**config.mk**
```make
export PLATFORM = sky130hd
export DESIGN_NAME = imem_loader
export DESIGN_NICKNAME = d
export VERILOG_FILES = /design/src/rtl/imem_loader_pkg.sv /design/src/rtl/byte_word_packer.sv /design/src/rtl/imem_loader.sv
export SDC_FILE = /design/constraint.sdc
export NUM_CORES = 1
export LEC_CHECK = 0
export ABC_AREA = 1
export ABC_CLOCK_PERIOD_IN_PS = 2170
export CAP_MARGIN = 20
export CORE_MARGIN = 1.5
export CORE_UTILIZATION = 49
export DETAILED_ROUTE_END_ITERATION = 16
export PLACE_DENSITY_LB_ADDON = 0.15
export SLEW_MARGIN = 5
export SYNTH_ARGS = -nofsm -noshare
export SYNTH_HDL_FRONTEND = slang
export SYNTH_HIERARCHICAL = 1
export SYNTH_SLANG_ARGS = --single-unit
```
**constraint.sdc**
```tcl
create_clock -name clk -period 2.17 [get_ports clk]
set_input_delay 0.5425 -clock clk [delete_from_list [all_inputs] [get_ports clk]]
set_output_delay 0.5425 -clock clk [all_outputs]
set_load 0.01 [all_outputs]
```
**src/rtl/imem_loader_pkg.sv**
```systemverilog
// Shared types and constants for the boot-time instruction memory loader.
package imem_loader_pkg;

    // Loader FSM: IDLE -> LEN0 -> LEN1 -> DATA -> DONE (LEN1 may go straight to DONE when N == 0)
    typedef enum logic [2:0] {
        ST_IDLE = 3'd0,
        ST_LEN0 = 3'd1,
        ST_LEN1 = 3'd2,
        ST_DATA = 3'd3,
        ST_DONE = 3'd4
    } state_t;

    // Stream header is a 16-bit little-endian word count
    localparam int unsigned HDR_BYTES      = 2;
    // Instruction words are packed from four little-endian bytes
    localparam int unsigned BYTES_PER_WORD = 4;

    // The loader is busy (CPU held in reset, stream accepted) in every state that consumes bytes
    function automatic logic state_is_busy(input state_t s);
        return (s == ST_LEN0) || (s == ST_LEN1) || (s == ST_DATA);
    endfunction

endpackage

```
**src/rtl/byte_word_packer.sv**
```systemverilog
// Packs a little-endian byte stream into 32-bit words; word_valid pulses with the 4th byte.
module byte_word_packer
    import imem_loader_pkg::*;
(
    input  logic        clk,
    input  logic        rst,
    input  logic        clear,
    input  logic        byte_valid,
    input  logic [7:0]  byte_data,
    output logic        word_valid,
    output logic [31:0] word_data
);

    localparam int unsigned CNT_W = $clog2(BYTES_PER_WORD);
    localparam logic [CNT_W-1:0] LAST_LANE = CNT_W'(BYTES_PER_WORD - 1);

    logic [CNT_W-1:0] cnt_q, cnt_d;
    logic [31:0]      word_q, word_d;

    // Place the incoming byte in its lane; the completed word is presented combinationally
    // so the loader can register it on the same edge that accepts the last byte.
    always_comb begin
        cnt_d  = cnt_q;
        word_d = word_q;
        if (byte_valid) begin
            word_d[{cnt_q, 3'b000} +: 8] = byte_data;
            cnt_d = cnt_q + 1'b1;
        end
        if (clear) begin
            cnt_d = '0;
        end
        word_valid = byte_valid && (cnt_q == LAST_LANE);
        word_data  = word_d;
    end

    // Lane counter is control state: cleared by reset or a new load so partial words are dropped
    always_ff @(posedge clk) begin
        if (rst) begin
            cnt_q <= '0;
        end else begin
            cnt_q <= cnt_d;
        end
    end

    // Word assembly register: every lane is overwritten before use, so it carries no reset
    always_ff @(posedge clk) begin
        word_q <= word_d;
    end

endmodule

```
**src/rtl/imem_loader.sv**
```systemverilog
// Boot-time instruction memory writer: parses a length-prefixed byte stream and emits
// one write strobe per packed 32-bit instruction word, holding the CPU in reset meanwhile.
module imem_loader
    import imem_loader_pkg::*;
#(
    parameter int DEPTH = 256
) (
    input  logic        clk,
    input  logic        rst,
    input  logic        start,
    input  logic        in_valid,
    output logic        in_ready,
    input  logic [7:0]  in_data,
    output logic        we,
    output logic [31:0] waddr,
    output logic [31:0] wdata,
    output logic        busy,
    output logic        done,
    output logic        err
);

    localparam int unsigned AW      = $clog2(DEPTH);
    localparam logic [31:0] DEPTH_U = 32'(DEPTH);

    state_t      state_q, state_d;
    logic [15:0] len_q, len_d;
    logic [15:0] word_idx_q, word_idx_d;
    logic        in_ready_q, in_ready_d;
    logic        we_q, we_d;
    logic [31:0] waddr_q, waddr_d;
    logic [31:0] wdata_q, wdata_d;
    logic        busy_q, busy_d;
    logic        done_q, done_d;
    logic        err_q, err_d;

    logic        hs;
    logic [15:0] len_full;
    logic        pk_clear;
    logic        pk_valid;
    logic        pk_word_valid;
    logic [31:0] pk_word;

    byte_word_packer u_packer (
        .clk        (clk),
        .rst        (rst),
        .clear      (pk_clear),
        .byte_valid (pk_valid),
        .byte_data  (in_data),
        .word_valid (pk_word_valid),
        .word_data  (pk_word)
    );

    // Next-state and next-output computation; every output is registered from these values
    always_comb begin
        state_d    = state_q;
        len_d      = len_q;
        word_idx_d = word_idx_q;
        we_d       = 1'b0;
        waddr_d    = waddr_q;
        wdata_d    = wdata_q;
        err_d      = err_q;
        pk_clear   = 1'b0;
        pk_valid   = 1'b0;
        hs         = in_valid && in_ready_q;
        len_full   = {in_data, len_q[7:0]};

        unique case (state_q)
            ST_IDLE, ST_DONE: begin
                if (start) begin
                    state_d    = ST_LEN0;
                    len_d      = '0;
                    word_idx_d = '0;
                    err_d      = 1'b0;
                    pk_clear   = 1'b1;
                end
            end
            ST_LEN0: begin
                if (hs) begin
                    len_d[7:0] = in_data;
                    state_d    = ST_LEN1;
                end
            end
            ST_LEN1: begin
                if (hs) begin
                    len_d = len_full;
                    if (32'(len_full) > DEPTH_U) begin
                        err_d = 1'b1;
                    end
                    state_d = (len_full == 16'd0) ? ST_DONE : ST_DATA;
                end
            end
            ST_DATA: begin
                pk_valid = hs;
                if (pk_word_valid) begin
                    // Words past the memory depth are consumed but never written
                    if (32'(word_idx_q) < DEPTH_U) begin
                        we_d    = 1'b1;
                        waddr_d = {{(30-AW){1'b0}}, word_idx_q[AW-1:0], 2'b00};
                        wdata_d = pk_word;
                    end
                    word_idx_d = word_idx_q + 16'd1;
                    if ((word_idx_q + 16'd1) == len_q) begin
                        state_d = ST_DONE;
                    end
                end
            end
            default: begin
                state_d = ST_IDLE;
            end
        endcase

        in_ready_d = state_is_busy(state_d);
        busy_d     = state_is_busy(state_d);
        done_d     = (state_d == ST_DONE);
    end

    // State and output registers with synchronous reset to the idle, all-zero condition
    always_ff @(posedge clk) begin
        if (rst) begin
            state_q    <= ST_IDLE;
            len_q      <= '0;
            word_idx_q <= '0;
            in_ready_q <= 1'b0;
            we_q       <= 1'b0;
            waddr_q    <= '0;
            wdata_q    <= '0;
            busy_q     <= 1'b0;
            done_q     <= 1'b0;
            err_q      <= 1'b0;
        end else begin
            state_q    <= state_d;
            len_q      <= len_d;
            word_idx_q <= word_idx_d;
            in_ready_q <= in_ready_d;
            we_q       <= we_d;
            waddr_q    <= waddr_d;
            wdata_q    <= wdata_d;
            busy_q     <= busy_d;
            done_q     <= done_d;
            err_q      <= err_d;
        end
    end

    assign in_ready = in_ready_q;
    assign we       = we_q;
    assign waddr    = waddr_q;
    assign wdata    = wdata_q;
    assign busy     = busy_q;
    assign done     = done_q;
    assign err      = err_q;

endmodule
```
==> impl_metrics.ini <==
[run_status]
status = complete, no violations

[route]
wl_per_cell_um = 13.9
firstDrtPassIters = 5
routed_wl_um = 13900
drc = 0
drt_iter0_drc = 304
drtAntennaViolNets = 0
vias_per_cell = 5.15
num_vias = 5138

[global_routing]
grt_pass1_wl_um = 22500
antenna_found_initial = 0
gr-usage-met3_pct = 5.41
grt_max_degree = 48
grt_overflow = 0
use_met2_pct = 39.1
track_usage_pct = 25.4
top_usage_layer = met2
met1_usage_pct = 35.3
grt_pass1_vias = 4679

[power_and_ir_drop]
pwr_density_cell_nw_per_um2 = 774
p_comb_share_pct = 8.0
pwr-share-clk_pct = 51.4
power.leakage_nw = 2.90
p_seq_share_pct = 40.6
p_int_mw = 4.06
netSwitchingPower_mw = 1.26
netSwitchingFraction_pct = 23.7
ir_drop_mv = 0.430

[place]
place_congestion = 0.914
placed_cells = 964
portBuffers = 56
placedInstanceArea_sq_um = 6170
dp_hpwl_um = 9630

[clocking]
htree_levels = 4
clk_latency_ps = 520
holdBufCountCts = 0
cts-root-buf = clkbuf_8
cts_tree = done
clkSlewWorstSetupHoldPaths_ps = 60
cts_sinks = 113
clockBufferDepth = 2
numCtsBuffers = 17

[hold_path]
hp-class = flop to flop

[final_layout]
nets = 869
drive_gt1_share_pct = 14.3
final_cell_count_no_fill = 998
final_common_cell = nand2_1
final_cell_mix = nand2_1 (200), nor2_1 (112), dfxtp_1 (107), inv_1 (59), clkdlybuf4s50_1 (56)
diodes = 0
final_area_sq_um = 6880
postLayoutCoreUtil_pct = 66.0
synthToLayoutAreaGrowth_pct = 29.7

[floorplan]
boundaryPins = 81
die_w_um = 107
die_area_sq_um = 11500
num_rows = 37
die_h_um = 107
core_sq_um = 10400
start_util_pct = 50.9

[worst_setup_path]
cp_top_family = simple AND/OR/NAND/NOR gates
cp.arrival_ps = 2460
cp-end-kind = flop
cpMaxStageDelayCell = dfxtp_2
critPathKind = flop to flop
crit_path_max_incr_delay_ps = 350
crit_buf_inv = 3
crit_path_cell_trace = buf_4, nand3_1, buf_4, o21ai_0, nand2_1, nand2_1, nand2_1, nor2_1, nand3_1, nor2_1, nand2_1, nand2_2, nand3_2, nand2_1, inv_1
path_max_fanout = 4
start_kind = flop
critPathRequiredTime_ps = 2590
cpMostUsedCell = nand2_1

[timing]
hold_viol_final = 0
slew_violations = 0
fin_crit_sh_pct = 93.9
period_minus_slack_ps = 2040
holdWs_ps = 449
max_freq_ghz = 0.491
finClkSkew_ps = 4.91
setup_viol = 0

[logic_synthesis]
seq_area_frac_synth_pct = 42.7
ys_ff_latch = 113
netlist_instances = 757
synth_area_sq_um = 5300
ys_warn_count = 6
avgSynthCellArea_sq_um = 7.00
synth.distinct_cells = 34

[run]
cap_violations = 0
==> tightest hold or removal path: cells and delay by family (launching register included) <==
| family | cells | cell delay (ps) |
|---|---|---|
| AND/OR/NAND/NOR | 2 | 110 |
| flip-flops | 1 | 310 |
==> power by group through the flow <==
stage | clock network [mW] | logic, mW | registers, mW
after detailed placement | 0 | 0.406 | 2.20
after global placement | 0 | 0.405 | 2.20
after CTS | 2.76 | 0.412 | 2.16
after floorplan | 0 | 0.287 | 2.19
after global routing | 2.87 | 0.476 | 2.16
final | 2.74 | 0.426 | 2.16
==> final timing paths <==
kind                                from                           to  slack [ps]  cells after the start
min          u_packer/word_q[17]$_DFF_P_  u_packer/word_q[17]$_DFF_P_         450                      2
min reg2reg  u_packer/word_q[17]$_DFF_P_  u_packer/word_q[17]$_DFF_P_         450                      2
max           word_idx_q[1]$_SDFFE_PP0P_              busy$_SDFF_PP0_         130                     15
max reg2reg   word_idx_q[1]$_SDFFE_PP0P_              busy$_SDFF_PP0_         130                     15
==> flip-flops by register name, summed over array words and instances, names as in the netlist <==
| register | cells |
|---|---|
| u_packer/word_q | 32 |
| waddr | 8 |
| done | 1 |
| word_idx_q | 16 |
| busy | 1 |
| err | 1 |
| we | 1 |
| state_q | 3 |
| len_q | 16 |
| u_packer/cnt_q | 2 |
| wdata | 32 |
==> per-layer routing <==
metal / vias to the layer above / part of all wire [%] / routed length [um]
met4: 0 / 1.5 / 214
met3: 19 / 6.5 / 906
met2: 197 / 44 / 6060
met5: - / 0 / 0
li1: 2564 / - / -
met1: 2358 / 48 / 6680
==> what timing repair did <==
action,in CTS,in global routing
buffers inserted,0,3
endpoints found under the setup margin,0,45
gates resized for setup,0,32
==> through the flow <==
stage | power [mW] | TNS [ps] | setup slack, ps
finish | 5.32 | 0 | 132
global route | 5.51 | -174 | -81.6
CTS | 5.33 | 0 | 74.9
detailed placement | 2.61 | -11920 | -289
global placement | 2.60 | -9370 | -240
floorplan | 2.48 | 0 | 89.2
==> logic make-up after synthesis <==
family | synth area share, %
flops | 42.7
fa+ha+maj | 1.42
other cells | 0.0707
xor+xnor | 0.755
simple gates | 33.1
compound gates | 11.3
buf+inv | 10.7
==> cells in the mapped netlist <==
| master | count | area (sq um) |
|---|---|---|
| o21ai_2 | 1 | 8.76 |
| nor3b_2 | 1 | 12.5 |
| nor2_4 | 9 | 101 |
| ha_1 | 6 | 75.1 |
| nor3_1 | 2 | 10.0 |
| clkinv_1 | 1 | 3.75 |
| xnor3_1 | 1 | 22.5 |
| dfxtp_1 | 113 | 2260 |
| nor2_1 | 118 | 443 |
| xor2_1 | 2 | 17.5 |
| nor2_2 | 3 | 18.8 |
| buf_8 | 1 | 15.0 |
| a211oi_1 | 15 | 113 |
| nor4_1 | 3 | 18.8 |
| nor4b_1 | 1 | 8.76 |
| nand3b_1 | 2 | 15.0 |
| buf_6 | 1 | 11.3 |
| nand4_1 | 12 | 75.1 |
| nand3_1 | 45 | 225 |
| a21oi_1 | 43 | 215 |
| buf_2 | 6 | 30.0 |
| o21a_1 | 2 | 15.0 |
| nand2_2 | 7 | 43.8 |
| buf_4 | 29 | 218 |
| inv_1 | 63 | 236 |
| nor3_2 | 1 | 10.0 |
| conb_1 | 1 | 3.75 |
| nand2_1 | 204 | 766 |
| o21ai_1 | 1 | 5.00 |
| o21ai_0 | 47 | 235 |
| a22oi_1 | 1 | 7.51 |
| or2_2 | 1 | 6.26 |
| clkbuf_1 | 12 | 45.0 |
| inv_2 | 2 | 7.51 |
==> final cells by class <==
class                   instances  area (sq um)
flip-flops and latches        113          2270
clock inverters                 8           104
well taps                     136           170
repair buffers                100           957
clock buffers                  22           483
inverters                      66           248
fillers                       895          3540
multi-input cells             553          2640
(Power assumes the default switching activity.)
